[src/rtl/pir_pkg.sv]
// Shared constants for the PIR motion alarm: 7-segment glyphs, default
// threshold, counter saturation limits and the digit-to-glyph helper.
package pir_pkg;

  localparam int DATA_W = 7;

  // Active-low segment codes, bit order {g,f,e,d,c,b,a}
  localparam logic [6:0] SEG_0     = 7'b1000000;
  localparam logic [6:0] SEG_1     = 7'b1111001;
  localparam logic [6:0] SEG_2     = 7'b0100100;
  localparam logic [6:0] SEG_3     = 7'b0110000;
  localparam logic [6:0] SEG_4     = 7'b0011001;
  localparam logic [6:0] SEG_5     = 7'b0010010;
  localparam logic [6:0] SEG_6     = 7'b0000010;
  localparam logic [6:0] SEG_7     = 7'b1111000;
  localparam logic [6:0] SEG_8     = 7'b0000000;
  localparam logic [6:0] SEG_9     = 7'b0010000;
  localparam logic [6:0] SEG_BLANK = 7'b1111111;

  localparam int DEF_THRESHOLD = 50;

  localparam logic [DATA_W-1:0] SAT_DISPLAY = 7'd99;
  localparam logic [DATA_W-1:0] SAT_DETECT  = 7'd99;
  localparam logic [DATA_W-1:0] SAT_TOTAL   = 7'd127;

  function automatic logic [6:0] seg_digit(input logic [3:0] d);
    case (d)
      4'd0:    seg_digit = SEG_0;
      4'd1:    seg_digit = SEG_1;
      4'd2:    seg_digit = SEG_2;
      4'd3:    seg_digit = SEG_3;
      4'd4:    seg_digit = SEG_4;
      4'd5:    seg_digit = SEG_5;
      4'd6:    seg_digit = SEG_6;
      4'd7:    seg_digit = SEG_7;
      4'd8:    seg_digit = SEG_8;
      4'd9:    seg_digit = SEG_9;
      default: seg_digit = SEG_BLANK;
    endcase
  endfunction

endpackage

[src/rtl/pir_motion_detector_if.sv]
// Sensor/arming inputs and LED/buzzer/display/counter outputs of the alarm.
// master = sensor front-end or bench side, slave = the detector core.
interface pir_motion_detector_if;
  import pir_pkg::*;

  logic              turn;
  logic              stop_alarm;
  logic [DATA_W-1:0] pir_sensor_1;
  logic [DATA_W-1:0] pir_sensor_2;
  logic [DATA_W-1:0] pir_sensor_3;

  logic [2:0]        LED;
  logic              buzzer;
  logic [6:0]        display_threshold_1;
  logic [6:0]        display_threshold_2;
  logic [6:0]        display_last_measurment_1;
  logic [6:0]        display_last_measurment_2;
  logic [6:0]        display_total_sensors_1;
  logic [6:0]        display_total_sensors_2;
  logic [DATA_W-1:0] check_counter;
  logic [DATA_W-1:0] check_counter_total;

  modport master (
    output turn, stop_alarm, pir_sensor_1, pir_sensor_2, pir_sensor_3,
    input  LED, buzzer,
    input  display_threshold_1, display_threshold_2,
    input  display_last_measurment_1, display_last_measurment_2,
    input  display_total_sensors_1, display_total_sensors_2,
    input  check_counter, check_counter_total
  );

  modport slave (
    input  turn, stop_alarm, pir_sensor_1, pir_sensor_2, pir_sensor_3,
    output LED, buzzer,
    output display_threshold_1, display_threshold_2,
    output display_last_measurment_1, display_last_measurment_2,
    output display_total_sensors_1, display_total_sensors_2,
    output check_counter, check_counter_total
  );

endinterface

[src/rtl/bin_to_7seg_2digit.sv]
// Two-digit decimal 7-segment decoder; values above 99 display as 99.
module bin_to_7seg_2digit
  import pir_pkg::*;
(
  input  logic [DATA_W-1:0] value,
  output logic [6:0]        tens,
  output logic [6:0]        ones
);

  logic [DATA_W-1:0] clamped;
  logic [DATA_W-1:0] tens_val;
  logic [DATA_W-1:0] ones_val;

  always_comb begin
    clamped  = (value > SAT_DISPLAY) ? SAT_DISPLAY : value;
    tens_val = clamped / 7'd10;
    ones_val = clamped - tens_val * 7'd10;
    tens     = seg_digit(tens_val[3:0]);
    ones     = seg_digit(ones_val[3:0]);
  end

endmodule

[src/rtl/pir_motion_detector.sv]
// Three-channel PIR alarm core: clamp, threshold, edge-detect, count, display.
// Define PIR_ALARM_LATCH_EN for a latched buzzer cleared by stop_alarm.
module pir_motion_detector
  import pir_pkg::*;
#(
  parameter int THRESHOLD = DEF_THRESHOLD
) (
  input  logic                 clk,
  input  logic                 rst,
  pir_motion_detector_if.slave bus
);

  localparam logic [DATA_W-1:0] THR = DATA_W'(THRESHOLD);

  function automatic logic [DATA_W-1:0] sat_display(input logic [DATA_W-1:0] v);
    sat_display = (v > SAT_DISPLAY) ? SAT_DISPLAY : v;
  endfunction

  function automatic logic [DATA_W-1:0] sat_inc(input logic [DATA_W-1:0] v,
                                                input logic [DATA_W-1:0] lim);
    sat_inc = (v < lim) ? v + 7'd1 : lim;
  endfunction

  logic [DATA_W-1:0] val_1, val_2, val_3;
  logic [2:0]        trig;
  logic              any_now;
  logic              detect;
  logic [DATA_W-1:0] first_val;
  logic [1:0]        trig_cnt;

  logic [2:0]        led_p1;
  logic              any_p1;
  logic              buzz_p1;
  logic [1:0]        trig_cnt_p1;
  logic [DATA_W-1:0] last_p1;
  logic [DATA_W-1:0] det_cnt_p1;
  logic [DATA_W-1:0] tot_cnt_p1;

  // Stage 0: clamp, compare against threshold, detect rising edge of any
  always_comb begin
    val_1   = sat_display(bus.pir_sensor_1);
    val_2   = sat_display(bus.pir_sensor_2);
    val_3   = sat_display(bus.pir_sensor_3);
    trig[0] = bus.turn && (val_1 >= THR);
    trig[1] = bus.turn && (val_2 >= THR);
    trig[2] = bus.turn && (val_3 >= THR);
    any_now = |trig;
    detect  = any_now && !any_p1;
    if (trig[0])      first_val = val_1;
    else if (trig[1]) first_val = val_2;
    else              first_val = val_3;
    trig_cnt = {1'b0, trig[0]} + {1'b0, trig[1]} + {1'b0, trig[2]};
  end

`ifndef PIR_ALARM_LATCH_EN
  logic unused_stop;
  assign unused_stop = bus.stop_alarm;
`endif

  // Stage 1: registered outputs and event state
  always_ff @(posedge clk) begin
    if (rst) begin
      led_p1      <= '0;
      any_p1      <= 1'b0;
      buzz_p1     <= 1'b0;
      trig_cnt_p1 <= '0;
      last_p1     <= '0;
      det_cnt_p1  <= '0;
      tot_cnt_p1  <= '0;
    end else begin
      led_p1      <= trig;
      any_p1      <= any_now;
      trig_cnt_p1 <= trig_cnt;
      if (detect) begin
        last_p1    <= first_val;
        det_cnt_p1 <= sat_inc(det_cnt_p1, SAT_DETECT);
      end
      if (bus.turn)
        tot_cnt_p1 <= sat_inc(tot_cnt_p1, SAT_TOTAL);
`ifdef PIR_ALARM_LATCH_EN
      if (!bus.turn || bus.stop_alarm)
        buzz_p1 <= 1'b0;
      else if (detect)
        buzz_p1 <= 1'b1;
`else
      buzz_p1 <= any_now;
`endif
    end
  end

  assign bus.LED                 = led_p1;
  assign bus.buzzer              = buzz_p1;
  assign bus.check_counter       = det_cnt_p1;
  assign bus.check_counter_total = tot_cnt_p1;

  bin_to_7seg_2digit u_thr_disp (
    .value (THR),
    .tens  (bus.display_threshold_1),
    .ones  (bus.display_threshold_2)
  );

  bin_to_7seg_2digit u_last_disp (
    .value (last_p1),
    .tens  (bus.display_last_measurment_1),
    .ones  (bus.display_last_measurment_2)
  );

  bin_to_7seg_2digit u_total_disp (
    .value ({5'd0, trig_cnt_p1}),
    .tens  (bus.display_total_sensors_1),
    .ones  (bus.display_total_sensors_2)
  );

endmodule

[src/flat_wrapper.sv]
// flat-port wrapper written by rule: the top's interface ports become plain ports
module pir_motion_detector_flat import pir_pkg::*;
#(
  parameter int THRESHOLD = DEF_THRESHOLD
)
  (clk, rst, bus_turn, bus_stop_alarm, bus_pir_sensor_1, bus_pir_sensor_2, bus_pir_sensor_3, bus_LED, bus_buzzer, bus_display_threshold_1, bus_display_threshold_2, bus_display_last_measurment_1, bus_display_last_measurment_2, bus_display_total_sensors_1, bus_display_total_sensors_2, bus_check_counter, bus_check_counter_total);
  pir_motion_detector_if bus_i ();
  input  logic clk;
  input  logic rst;
  input wire logic [$bits(bus_i.turn)-1:0] bus_turn;
  input wire logic [$bits(bus_i.stop_alarm)-1:0] bus_stop_alarm;
  input wire logic [$bits(bus_i.pir_sensor_1)-1:0] bus_pir_sensor_1;
  input wire logic [$bits(bus_i.pir_sensor_2)-1:0] bus_pir_sensor_2;
  input wire logic [$bits(bus_i.pir_sensor_3)-1:0] bus_pir_sensor_3;
  output wire logic [$bits(bus_i.LED)-1:0] bus_LED;
  output wire logic [$bits(bus_i.buzzer)-1:0] bus_buzzer;
  output wire logic [$bits(bus_i.display_threshold_1)-1:0] bus_display_threshold_1;
  output wire logic [$bits(bus_i.display_threshold_2)-1:0] bus_display_threshold_2;
  output wire logic [$bits(bus_i.display_last_measurment_1)-1:0] bus_display_last_measurment_1;
  output wire logic [$bits(bus_i.display_last_measurment_2)-1:0] bus_display_last_measurment_2;
  output wire logic [$bits(bus_i.display_total_sensors_1)-1:0] bus_display_total_sensors_1;
  output wire logic [$bits(bus_i.display_total_sensors_2)-1:0] bus_display_total_sensors_2;
  output wire logic [$bits(bus_i.check_counter)-1:0] bus_check_counter;
  output wire logic [$bits(bus_i.check_counter_total)-1:0] bus_check_counter_total;
  assign bus_i.turn = bus_turn;
  assign bus_i.stop_alarm = bus_stop_alarm;
  assign bus_i.pir_sensor_1 = bus_pir_sensor_1;
  assign bus_i.pir_sensor_2 = bus_pir_sensor_2;
  assign bus_i.pir_sensor_3 = bus_pir_sensor_3;
  assign bus_LED = bus_i.LED;
  assign bus_buzzer = bus_i.buzzer;
  assign bus_display_threshold_1 = bus_i.display_threshold_1;
  assign bus_display_threshold_2 = bus_i.display_threshold_2;
  assign bus_display_last_measurment_1 = bus_i.display_last_measurment_1;
  assign bus_display_last_measurment_2 = bus_i.display_last_measurment_2;
  assign bus_display_total_sensors_1 = bus_i.display_total_sensors_1;
  assign bus_display_total_sensors_2 = bus_i.display_total_sensors_2;
  assign bus_check_counter = bus_i.check_counter;
  assign bus_check_counter_total = bus_i.check_counter_total;
  pir_motion_detector #(.THRESHOLD(THRESHOLD)) u_core (.clk(clk), .rst(rst), .bus(bus_i));
endmodule
[config.mk]
export PLATFORM = sky130hd
export DESIGN_NAME = pir_motion_detector_flat
export DESIGN_NICKNAME = d
export VERILOG_FILES = /design/src/rtl/pir_pkg.sv /design/src/rtl/pir_motion_detector_if.sv /design/src/rtl/bin_to_7seg_2digit.sv /design/src/rtl/pir_motion_detector.sv /design/src/flat_wrapper.sv
export SDC_FILE = /design/constraint.sdc
export NUM_CORES = 1
export LEC_CHECK = 0
export BUFFER_PORTS_ARGS = -buffer_cell sky130_fd_sc_hd__buf_2
export CAP_MARGIN = 20
export CORE_UTILIZATION = 47
export CTS_CLUSTER_DIAMETER = 40
export DETAILED_ROUTE_END_ITERATION = 12
export PLACE_DENSITY_LB_ADDON = 0.05
export SYNTH_ARGS = -nofsm -noshare
export SYNTH_HDL_FRONTEND = slang
export SYNTH_SLANG_ARGS = --single-unit
[constraint.sdc]
create_clock -name clk -period 16.6 [get_ports clk]
set_clock_uncertainty 0.05 [all_clocks]
set_input_delay 3.32 -clock clk [delete_from_list [all_inputs] [get_ports clk]]
set_output_delay 3.32 -clock clk [all_outputs]
set_load 0.01 [all_outputs]
==> results.md, run 1 <==
* Status: finished clean
* Initial core utilization at between 40% and 50%
* Fin Setup TNS at 0 ps
* Final Cycle Share at roughly 56%
* Synth Area in Compound Gates at 24.2%
* Tot Pwr at 354 uW
* # H-tree levels at 1
* Largest family of logic cells by synthesized area: simple AND/OR/NAND/NOR gates
* Largest net degree at the start of global routing at 26
* Final hold vios at 0
* Fmax at 0.107 GHz
* Sequential Power Share at around a fifth
* Gpl congestion at 0.859
* Period minus WS final at about 9300 ps
* Met1 wire length at 2790 um
* Hold Crit Start: u_core.bus.check_counter[6]$_SDFFE_PP0P_
* Vias in the first global route at 1861
* Post-Synth Simple-Gate Area at ~26%
* Clk network pwr share at between 10% and 20%
* Pleak at around 0.0013 uW
* Clock root cell: clkbuf_8
* Setup violators final at 0
* Relative slew slack at between 60% and 70%
* Worst-path clk slew at ~90 ps
* Core Area at roughly 5000 um^2
* VDD IR max at roughly 0.13 mV
* Post-synth EDFFs at 0
* Logic gate share of total power at between 60% and 70%
* Mean area per synthesized cell at around 7.7 um^2
* WP data arrival at between 5000 and 6000 ps
* Worst path required time at between 10000 and 15000 ps
* Kind of critical path: flop to output port
* PD cells at between 100 and 150 nW/um^2
* Sink Count at 27
* Crit start category: flop
* Synth unique cells at 62
* Initial antenna violation count at 0
* Share of layout cells above drive strength 1 at a little under a quarter
* Hold Slack at about 410 ps
* Max Slew Vio Count at 0
* FF+latch count, synth at 27
* Final ANT Viol Nets at 0
* Die width at ~75 um
* Worst-Margin Slew at between 500 and 600 ps
* DR vias at 2312
* Die Span Y at around 75 um
* WL met3 at roughly 300 um
* Area Growth Syn to Fin at 11.2%
* Synthesized cell area at around 2500 um^2
* Mapped Cells at 326
* Register area share after synthesis at approximately 21%
* Std cell rows at 26
* Met2 WL at 2110 um
* Count of port buffers added during placement at slightly above 60
* Sw Share at between 40% and 50%
* Adder-cell share of the synthesized area at 9.53%
* ANT cells at 0
* Die area at 5660 um^2
* Clock Tree Buf Depth at 2
* Total GRT Usage at 19.4%
* Total wire length at around 5200 um
* P_int at roughly 190 uW
* Drt wl/cell at between 10 and 15 um
* PostCTS Resize Cnt at 0
* Top Layer Used: met4
* Max_cap viols at 0
* Fraction of registers with async set/reset at 0%
* Post-Synth XOR/XNOR Area at about 3.3%
* CTS tree: done
* Number of warning messages in the yosys log at 0
* Crit. End Element: output port
* First-pass GRT wire length at 8630 um
* DR pass1 iterations at 4
* Num ports at 85
* Hold buffers post-CTS at 0
* CP max FO at 16
* 1st-iter DRT viols at between 100 and 150
* Mux cell area share after synthesis at approximately 4%
* Worst-Skew Late Latency at 270 ps
* Crit path from: u_core.last_p1[6]$_SDFFE_PP0P_
* Vias per inst at about 5.2
* Remaining DRCs at 0
* Tightest Hold Check Type: flop to flop
* FILL cells at slightly below 500
* CTS buffer count at 3
* R2r startpoint: u_core.any_p1$_SDFF_PP0_
* Dpl hpwl at just over 4000 um
* Post-synth top flop: dfxtp_1
* Post-CTS setup buffer count at 0
* RSZ-0062 raised after global routing: false
* Net switching power at between 150 and 200 uW
* Final net count at ~420
* Grt total ovfl at 0
-- cell usage after synthesis (2+ instances only) --
library cell	count	share of area, %
a211oi_1	5	1.5
a21boi_0	2	0.60
a21o_1	3	0.89
a21oi_1	20	4.0
a22oi_1	4	1.2
a31oi_1	6	1.5
and2_1	5	1.2
and3_1	2	0.50
buf_4	25	7.4
buf_6	2	0.89
clkbuf_1	6	0.89
conb_1	2	0.30
dfxtp_1	27	21
fa_1	2	1.6
ha_1	16	7.9
inv_1	11	1.6
mux2i_1	9	3.6
nand2_1	27	4.0
nand2b_1	6	1.5
nand3_1	13	2.6
nand4_1	6	1.5
nor2_1	37	5.5
nor2b_1	7	1.7
nor3_1	13	2.6
o21a_1	5	1.5
o21ai_0	16	3.2
o21ai_2	2	0.69
o221ai_1	2	0.69
o311a_1	3	1.2
o31ai_1	2	0.60
or2_2	3	0.74
xor2_1	7	2.4
-- layout make-up --
| type | count | area (um^2) | share of cell area (%) |
|---|---|---|---|
| Sequential cell | 27 | 541 | 19.3 |
| Clock buffer | 3 | 41.3 | 1.47 |
| Tap cell | 70 | 87.6 | 3.12 |
| Timing Repair Buffer | 62 | 313 | 11.2 |
| Multi-Input combinational cell | 272 | 1770 | 63.1 |
| Clock inverter | 1 | 7.51 | 0.268 |
| Inverter | 12 | 45.0 | 1.61 |
-- metal layers --
metal  global-route usage [%]  vias up
met3                     3.61        2
met1                     30.8     1024
met2                     27.3       70
met5                        0        -
met4                     2.67        0
li1                         -     1216
-- worst max-delay path, cell delays in order (launching register included) --
cell and delay [ps]:
dfxtp_1 650, nand2_2 180, and2_1 200, ha_1 290
o21a_1 260, o22ai_2 230, ha_1 250, nand2b_1 190
a21oi_2 100, o21ai_2 290, a311oi_2 150, o221ai_2 350
inv_1 160, ha_1 300, nand2_1 70, a21oi_1 320
inv_1 170, ha_1 220, fa_1 670, inv_1 130
nor2_1 230, mux2i_1 110, buf_2 150
-- layout by cell type, fill, tap and decap left out, drive strengths merged, types with 4 or more instances in the layout --
cell | synthesis | routed
buf | 28 | 62
nor2 | 38 | 38
nand2 | 28 | 28
dfxtp | 27 | 27
conb | 2 | 22
a21oi | 22 | 22
o21ai | 18 | 18
ha | 16 | 16
nor3 | 13 | 13
nand3 | 13 | 13
inv | 12 | 12
mux2i | 9 | 9
nor2b | 7 | 7
xor2 | 7 | 7
nand2b | 7 | 7
a31oi | 6 | 6
nand4 | 6 | 6
and2 | 6 | 6
o21a | 5 | 5
a211oi | 5 | 5
a22oi | 4 | 4
or2 | 4 | 4
-- final timing paths --
| kind | to | slack [ps] | depth (start not counted) |
|---|---|---|---|
| worst max register to register | u_core.bus.check_counter[5]$_SDFFE_PP0P_ | 15190 | 6 |
| worst min-delay path | u_core.bus.check_counter[6]$_SDFFE_PP0P_ | 410 | 2 |
| worst min register to register | u_core.bus.check_counter[6]$_SDFFE_PP0P_ | 410 | 2 |
| worst max-delay path | bus_display_last_measurment_2[2] | 7260 | 22 |
-- logic make-up (layout without fill, tap and decap cells) --
group / after synthesis / in the layout
AO/OA/AOI/OAI: 85 / 85
XOR/XNOR: 8 / 8
adder cells (fa/ha/maj): 18 / 18
buffers and inverters: 47 / 78
flip-flops: 27 / 27
multiplexers: 10 / 10
other: 2 / 22
AND/OR/NAND/NOR: 129 / 129
-- metrics by stage --
step                instances  worst slack (ps)  utilization, %  cell area, um^2
global route              447              6750            54.5             2800
detailed placement        443              7600            53.6             2750
global placement          443              7610            53.6             2750
floorplan                 346              8330               -             2600
finish                    447              7260            54.5             2800
CTS                       447              7270            54.5             2800
-- flip-flops by register name, indices dropped and copies added (netlist names) --
signal and count:
u_core.bus.check_counter 7, u_core.bus.check_counter_total 7, u_core.last_p1 7, u_core.bus.LED 3, u_core.trig_cnt_p1 2, u_core.any_p1 1
-- power groups by stage --
stage / logic, uW / clock network (uW) / registers [uW]
after floorplan: 188 / 0 / 74.6
after CTS: 241 / 40.2 / 75.4
after detailed placement: 240 / 0 / 76.8
final: 241 / 37.9 / 75.4
after global routing: 273 / 43.2 / 76.4
after global placement: 239 / 0 / 76.9
No activity file was read; power rests on OpenSTA's default activity.
==> inputs of run 2 (changes only) <==
==> constraint.sdc (replaced) <==
create_clock -name clk -period 9.6 [get_ports clk]
set_clock_uncertainty 0.05 [all_clocks]
set_input_delay 1.92 -clock clk [delete_from_list [all_inputs] [get_ports clk]]
set_output_delay 1.92 -clock clk [all_outputs]
set_load 0.01 [all_outputs]
==> results.md, run 2 (synthesis gave the netlist of run 1 again) <==
* Fin Setup TNS at 0 ps (unchanged)
* Hold buffers post-CTS at 0 (unchanged)
* PostCTS Resize Cnt at 0 (unchanged)
* Kind of critical path: flop to output port (unchanged)
* Gpl congestion at 0.853 (was 0.859)
* Max_cap viols at 0 (unchanged)
* Post-DP Area at 2750 um^2 (unchanged)
* Clock Tree Buf Depth at 2 (unchanged)
* Die area at 5660 um^2 (unchanged)
* Core Area at 5140 um^2 (unchanged)
* Post-CTS setup buffer count at 0 (unchanged)
* VDD IR max at 0.183 mV (was 0.133 mV)
* Count of port buffers added during placement at 61 (unchanged)
* Drt wl/cell at 11.5 um (was 11.7 um)
* DR vias at 2307 (was 2312)
* First-pass GRT wire length at 8540 um (was 8630 um)
* Clock root cell: clkbuf_8 (unchanged)
* Num ports at 85 (unchanged)
* Total GRT Usage at 19.0% (was 19.4%)
* Share of layout cells above drive strength 1 at 23.3% (unchanged)
* Pleak at 0.00129 uW (unchanged)
* Largest net degree at the start of global routing at 26 (unchanged)
* Max Slew Vio Count at 0 (unchanged)
* Hold Slack at 420 ps (was 414 ps)
* CTS tree: done (unchanged)
* CP max FO at 16 (unchanged)
* PD cells at 218 nW/um^2 (was 126 nW/um^2)
* Global routing's busiest layer: met1 (unchanged)
* Grt total ovfl at 0 (unchanged)
* Dpl hpwl at 3990 um (was 4060 um)
* Crit. End Element: output port (unchanged)
* Post-route design area at 2800 um^2 (unchanged)
* Worst path required time at 7630 ps (was 13230 ps)
* Final ANT Viol Nets at 0 (unchanged)
* Setup violators final at 0 (unchanged)
* Slowest cell on the critical path: fa_1 (unchanged)
* Worst path cell trace: nand2_2, and2_1, ha_1, o21a_1, o22ai_2, ha_1, nand2b_1, a21oi_2, o21ai_2, a311oi_2, o221ai_2, inv_1, ha_1, nand2_1, a21oi_1, inv_1, ha_1, fa_1, inv_1, nor2_1, mux2i_1, buf_2 (unchanged)
* Most used cell, CP: ha_1 (unchanged)
* Vias per inst at 5.16 (was 5.17)
* Std cell rows at 26 (unchanged)
* Worst-path clk slew at 90 ps (about the same)
* Worst-Skew Late Latency at 260 ps (was 270 ps)
* GRT met3 Usage at 3.75% (was 3.61%)
* Period minus WS final at around 8000 ps
* Final Cycle Share at between 80 and 90%
* Total wire length at 5120 um (was 5220 um)
* Final hold vios at 0 (unchanged)
* Most common cell after layout, fill and taps aside: buf_2 (unchanged)
* Area Growth Syn to Fin at 11.2% (unchanged)
* Fmax at ~0.13 GHz
* ANT cells at 0 (unchanged)
* Final Util at 54.5% (unchanged)
* Non-filler cells, final at 447 (unchanged)
* Worst-Margin Slew at 519 ps (was 549 ps)
* Commonest non-fill, non-tap cells in the layout: 61 x buf_2, 37 x nor2_1, 27 x nand2_1, 27 x dfxtp_1, 22 x conb_1 (unchanged)
* Tightest Hold Check Type: flop to flop (unchanged)
* 1st-iter DRT viols at 137 (was 105)
* Inst Count DP at 443 (unchanged)
* FILL cells at 516 (was 496)
* Final net count at 421 (unchanged)
* Die Span Y at 75.2 um (unchanged)
* Remaining DRCs at 0 (unchanged)
* Critical Path Max Stage Delay at 670 ps (about the same)
* Sink Count at 27 (unchanged)
* Die width at 75.2 um (unchanged)
* DR pass1 iterations at 4 (unchanged)
* Status: finished clean (unchanged)
* Relative slew slack at 65.0% (was 63.0%)
* M1 GR Usage at 29.3% (was 30.8%)
* Met2 Use GR at 28.3% (was 27.3%)
* # H-tree levels at 1 (unchanged)
* CTS buffer count at 3 (unchanged)
* Initial core utilization at 49.1% (unchanged)
* Vias in the first global route at 1857 (was 1861)
* Crit start category: flop (unchanged)
* RSZ-0062 raised after global routing: false (unchanged)
* Initial antenna violation count at 0 (unchanged)
* WP data arrival at 5950 ps (was 5970 ps)
## run 2: cell counts in the layout (fill, tap and decap cells not counted)
No cell type changed its count.
## run 2: routing by layer
| metal | vias to the layer above | routed length (um) |
|---|---|---|
| li1 | 1215 | - |
| met3 | 2 | 375 |
| met5 | - | 0 |
| met1 | 989 | 2660 |
| met2 | 101 | 2070 |
| met4 | 0 | 14 |
## run 2: metrics by stage
| step | worst slack (ps) | power (uW) |
|---|---|---|
| after floorplan | 2730 | 454 |
| after global placement | 2020 | 545 |
| after detailed placement | 2050 | 547 |
| after CTS | 1720 | 613 |
| after global routing | 1140 | 675 |
| final | 1680 | 611 |
## run 2: path summary, 6_finish.rpt
check | from | end | slack [ps] | cells past startpoint
worst max-delay path | u_core.last_p1[6]$_SDFFE_PP0P_ | bus_display_last_measurment_2[2] | 1680 | 22
worst min-delay path | u_core.bus.check_counter[6]$_SDFFE_PP0P_ | u_core.bus.check_counter[6]$_SDFFE_PP0P_ | 420 | 2
worst max register to register | u_core.any_p1$_SDFF_PP0_ | u_core.bus.check_counter[5]$_SDFFE_PP0P_ | 8190 | 6
worst min register to register | u_core.bus.check_counter[6]$_SDFFE_PP0P_ | u_core.bus.check_counter[6]$_SDFFE_PP0P_ | 420 | 2
## run 2: layout make-up
| type | instances | area [um^2] | area share [%] |
|---|---|---|---|
| repair buffers | 62 | 313 | 11.2 |
| clock inverters | 1 | 7.51 | 0.268 |
| flip-flops and latches | 27 | 541 | 19.3 |
| clock buffers | 3 | 41.3 | 1.47 |
| well taps | 70 | 87.6 | 3.12 |
| multi-input cells | 272 | 1770 | 63.1 |
| inverters | 12 | 45.0 | 1.61 |
## run 2: power breakdown
part | total [uW] | leakage, uW | internal, uW | switching [uW]
Clock | 63.9 | 0.0000217 | 29.4 | 34.6
Combinational | 416 | 0.00105 | 188 | 229
Sequential | 130 | 0.000221 | 119 | 11.5
Total | 611 | 0.00129 | 336 | 275
## run 2: critical path, delay by kind of cell, from the launching register on
family,cells,cell delay [ps]
fa+ha+maj,5,1730
simple gates,5,880
mux,1,110
buf+inv,4,620
flops,1,650
compound gates,7,1700
==> inputs of run 3 (changes only) <==
--- a/config.mk
+++ b/config.mk
@@ -7,7 +7,7 @@
 export LEC_CHECK = 0
 export BUFFER_PORTS_ARGS = -buffer_cell sky130_fd_sc_hd__buf_2
 export CAP_MARGIN = 20
-export CORE_UTILIZATION = 47
+export CORE_UTILIZATION = 46
 export CTS_CLUSTER_DIAMETER = 40
 export DETAILED_ROUTE_END_ITERATION = 12
 export PLACE_DENSITY_LB_ADDON = 0.05
==> constraint.sdc (replaced) <==
create_clock -name clk -period 7.25 [get_ports clk]
set_clock_uncertainty 0.05 [all_clocks]
set_input_delay 1.45 -clock clk [delete_from_list [all_inputs] [get_ports clk]]
set_output_delay 1.45 -clock clk [all_outputs]
set_load 0.01 [all_outputs]
==> results.md, run 3 (synthesis gave the netlist of run 1 again) <==
* Status: finished clean (unchanged)
* Worst-path clk slew at 90 ps (about the same)
* Clock root cell: clkbuf_8 (unchanged)
* # H-tree levels at 1 (unchanged)
* Non-filler cells, final at 451 (was 447)
* Hold buffers post-CTS at 0 (unchanged)
* Share of layout cells above drive strength 1 at 24.4% (was 23.3%)
* Commonest non-fill, non-tap cells in the layout: 61 x buf_2, 37 x nor2_1, 27 x nand2_1 (was 61 x buf_2, 37 x nor2_1, 27 x nand2_1, 27 x dfxtp_1, 22 x conb_1)
* Sink Count at 27 (unchanged)
* FILL cells at 522 (was 516)
* WL met3 at 245 um (was 375 um)
* Num ports at 85 (unchanged)
* Top Layer Used: met4 (unchanged)
* DR pass1 iterations at 4 (unchanged)
* Final hold vios at 0 (unchanged)
* Remaining DRCs at 0 (unchanged)
* Die width at 76.0 um (was 75.2 um)
* Final ANT Viol Nets at 0 (unchanged)
* Relative slew slack at 66.0% (was 65.0%)
* Total GRT Usage at 18.5% (was 19.0%)
* Fmax at approximately 0.15 GHz
* VDD IR max at 0.252 mV (was 0.183 mV)
* PostCTS Resize Cnt at 0 (unchanged)
* Initial antenna violation count at 0 (unchanged)
* WP data arrival at 5290 ps (was 5950 ps)
* Final Cycle Share at between 90 and 100%
* Grt total ovfl at 0 (unchanged)
* Worst-Margin Slew at 505 ps (was 519 ps)
* Gpl congestion at 0.872 (was 0.853)
* Die area at 5780 um^2 (was 5660 um^2)
* Crit start category: flop (unchanged)
* Hold Path Depth at 2 (unchanged)
* RSZ-0062 raised after global routing: false (unchanged)
* Max_cap viols at 0 (unchanged)
* Total wire length at 5230 um (was 5120 um)
* PD cells at 290 nW/um^2 (was 218 nW/um^2)
* Inst Count DP at 447 (was 443)
* First-pass GRT wire length at 9180 um (was 8540 um)
* CTS buffer count at 3 (unchanged)
* Initial core utilization at 48.4% (was 49.1%)
* ANT cells at 0 (unchanged)
* Setup violators final at 0 (unchanged)
* 1st-iter DRT viols at 120 (was 137)
* Tightest Hold Check Type: flop to flop (unchanged)
* Most common cell after layout, fill and taps aside: buf_2 (unchanged)
* Drt wl/cell at 11.6 um (was 11.5 um)
* Vias in the first global route at 2015 (was 1857)
* Core Area at 5200 um^2 (was 5140 um^2)
* Final net count at 425 (was 421)
* Pleak at 0.00131 uW (was 0.00129 uW)
* Kind of critical path: flop to output port (unchanged)
* Die Span Y at 76.0 um (was 75.2 um)
* Period minus WS final at just under 7000 ps
* Largest net degree at the start of global routing at 26 (unchanged)
* Hold Slack at 410 ps (was 420 ps)
* Met1 wire length at 2690 um (was 2660 um)
* Area Growth Syn to Fin at 12.4% (was 11.2%)
* CTS tree: done (unchanged)
* DR vias at 2320 (was 2307)
* Crit. End Element: output port (unchanged)
* Worst-Skew Late Latency at 270 ps (was 260 ps)
* CP max FO at 11 (was 16)
* Post-CTS setup buffer count at 0 (unchanged)
* Slowest cell on the critical path: fa_1 (unchanged)
* Max Slew Vio Count at 0 (unchanged)
* Vias per inst at 5.14 (was 5.16)
* Std cell rows at 26 (unchanged)
* Met2 WL at 2280 um (was 2070 um)
* Worst path cell trace: nand2_2, and2_1, ha_1, o21a_1, o22ai_2, ha_1, nand2b_1, a21oi_2, o21ai_2, a311oi_2, o221ai_2, inv_1, ha_1, nand2_1, a21oi_1, inv_1, ha_1, fa_1, or2_2, a22oi_1, a21oi_1, buf_2 (was nand2_2, and2_1, ha_1, o21a_1, o22ai_2, ha_1, nand2b_1, a21oi_2, o21ai_2, a311oi_2, o221ai_2, inv_1, ha_1, nand2_1, a21oi_1, inv_1, ha_1, fa_1, inv_1, nor2_1, mux2i_1, buf_2)
* Most used cell, CP: ha_1 (unchanged)
* Critical Path Max Stage Delay at 570 ps (was 670 ps)
* Worst path required time at 5750 ps (was 7630 ps)
* R2R depth at 5 (was 6)
* Dpl hpwl at 4110 um (was 3990 um)
* Clock Tree Buf Depth at 2 (unchanged)
* Count of port buffers added during placement at 61 (unchanged)
* Fin Setup TNS at 0 ps (unchanged)
run 3: changes by cell type in the layout (fill, tap and decap cells not counted):
cell / before / now
buf_4: 1 / 5
dfxtp_1: 27 / 26
dfxtp_2: 0 / 1
run 3: layout make-up:
type	count	area (um^2)	share of cell area (%)
Tap cell	70	87.6	3.09
Multi-Input combinational cell	272	1770	62.4
Clock inverter	1	7.51	0.265
Timing Repair Buffer	66	343	12.1
Sequential cell	27	542	19.1
Clock buffer	3	41.3	1.46
Inverter	12	45.0	1.59
run 3: worst max-delay path: cells and delay by family, from the launching register on:
kind                     cells  cell delay [ps]
AO/OA/AOI/OAI                9             1650
AND/OR/NAND/NOR              5              910
adder cells (fa/ha/maj)      5             1600
flip-flops                   1              460
buffers and inverters        3              380
run 3: routing by layer:
layer	vias to the layer above	global-route usage, %
li1	1227	-
met1	1021	26.9
met2	70	30.0
met3	2	2.75
met4	0	1.73
met5	-	0
run 3: report_power, final:
group	internal, uW	switching, uW	total (uW)
Combinational	257	310	567
Clock	39.0	47.3	86.3
Sequential	158	11.3	169
run 3: metrics by stage:
step	area [um^2]	util, %	setup slack [ps]	total power, uW
floorplan	2600	-	845	601
global placement	2780	53.5	692	733
detailed placement	2780	53.5	657	737
CTS	2830	54.4	319	826
global route	2830	54.4	7.12	907
finish	2830	54.4	459	823
run 3: final timing paths:
kind                                                                from                                       end  slack, ps
worst max-delay path                      u_core.last_p1[5]$_SDFFE_PP0P_          bus_display_last_measurment_2[0]        460
worst min-delay path            u_core.bus.check_counter[6]$_SDFFE_PP0P_  u_core.bus.check_counter[6]$_SDFFE_PP0P_        410
worst max register to register  u_core.bus.check_counter[1]$_SDFFE_PP0P_  u_core.bus.check_counter[0]$_SDFFE_PP0P_       5840
worst min register to register  u_core.bus.check_counter[6]$_SDFFE_PP0P_  u_core.bus.check_counter[6]$_SDFFE_PP0P_        410
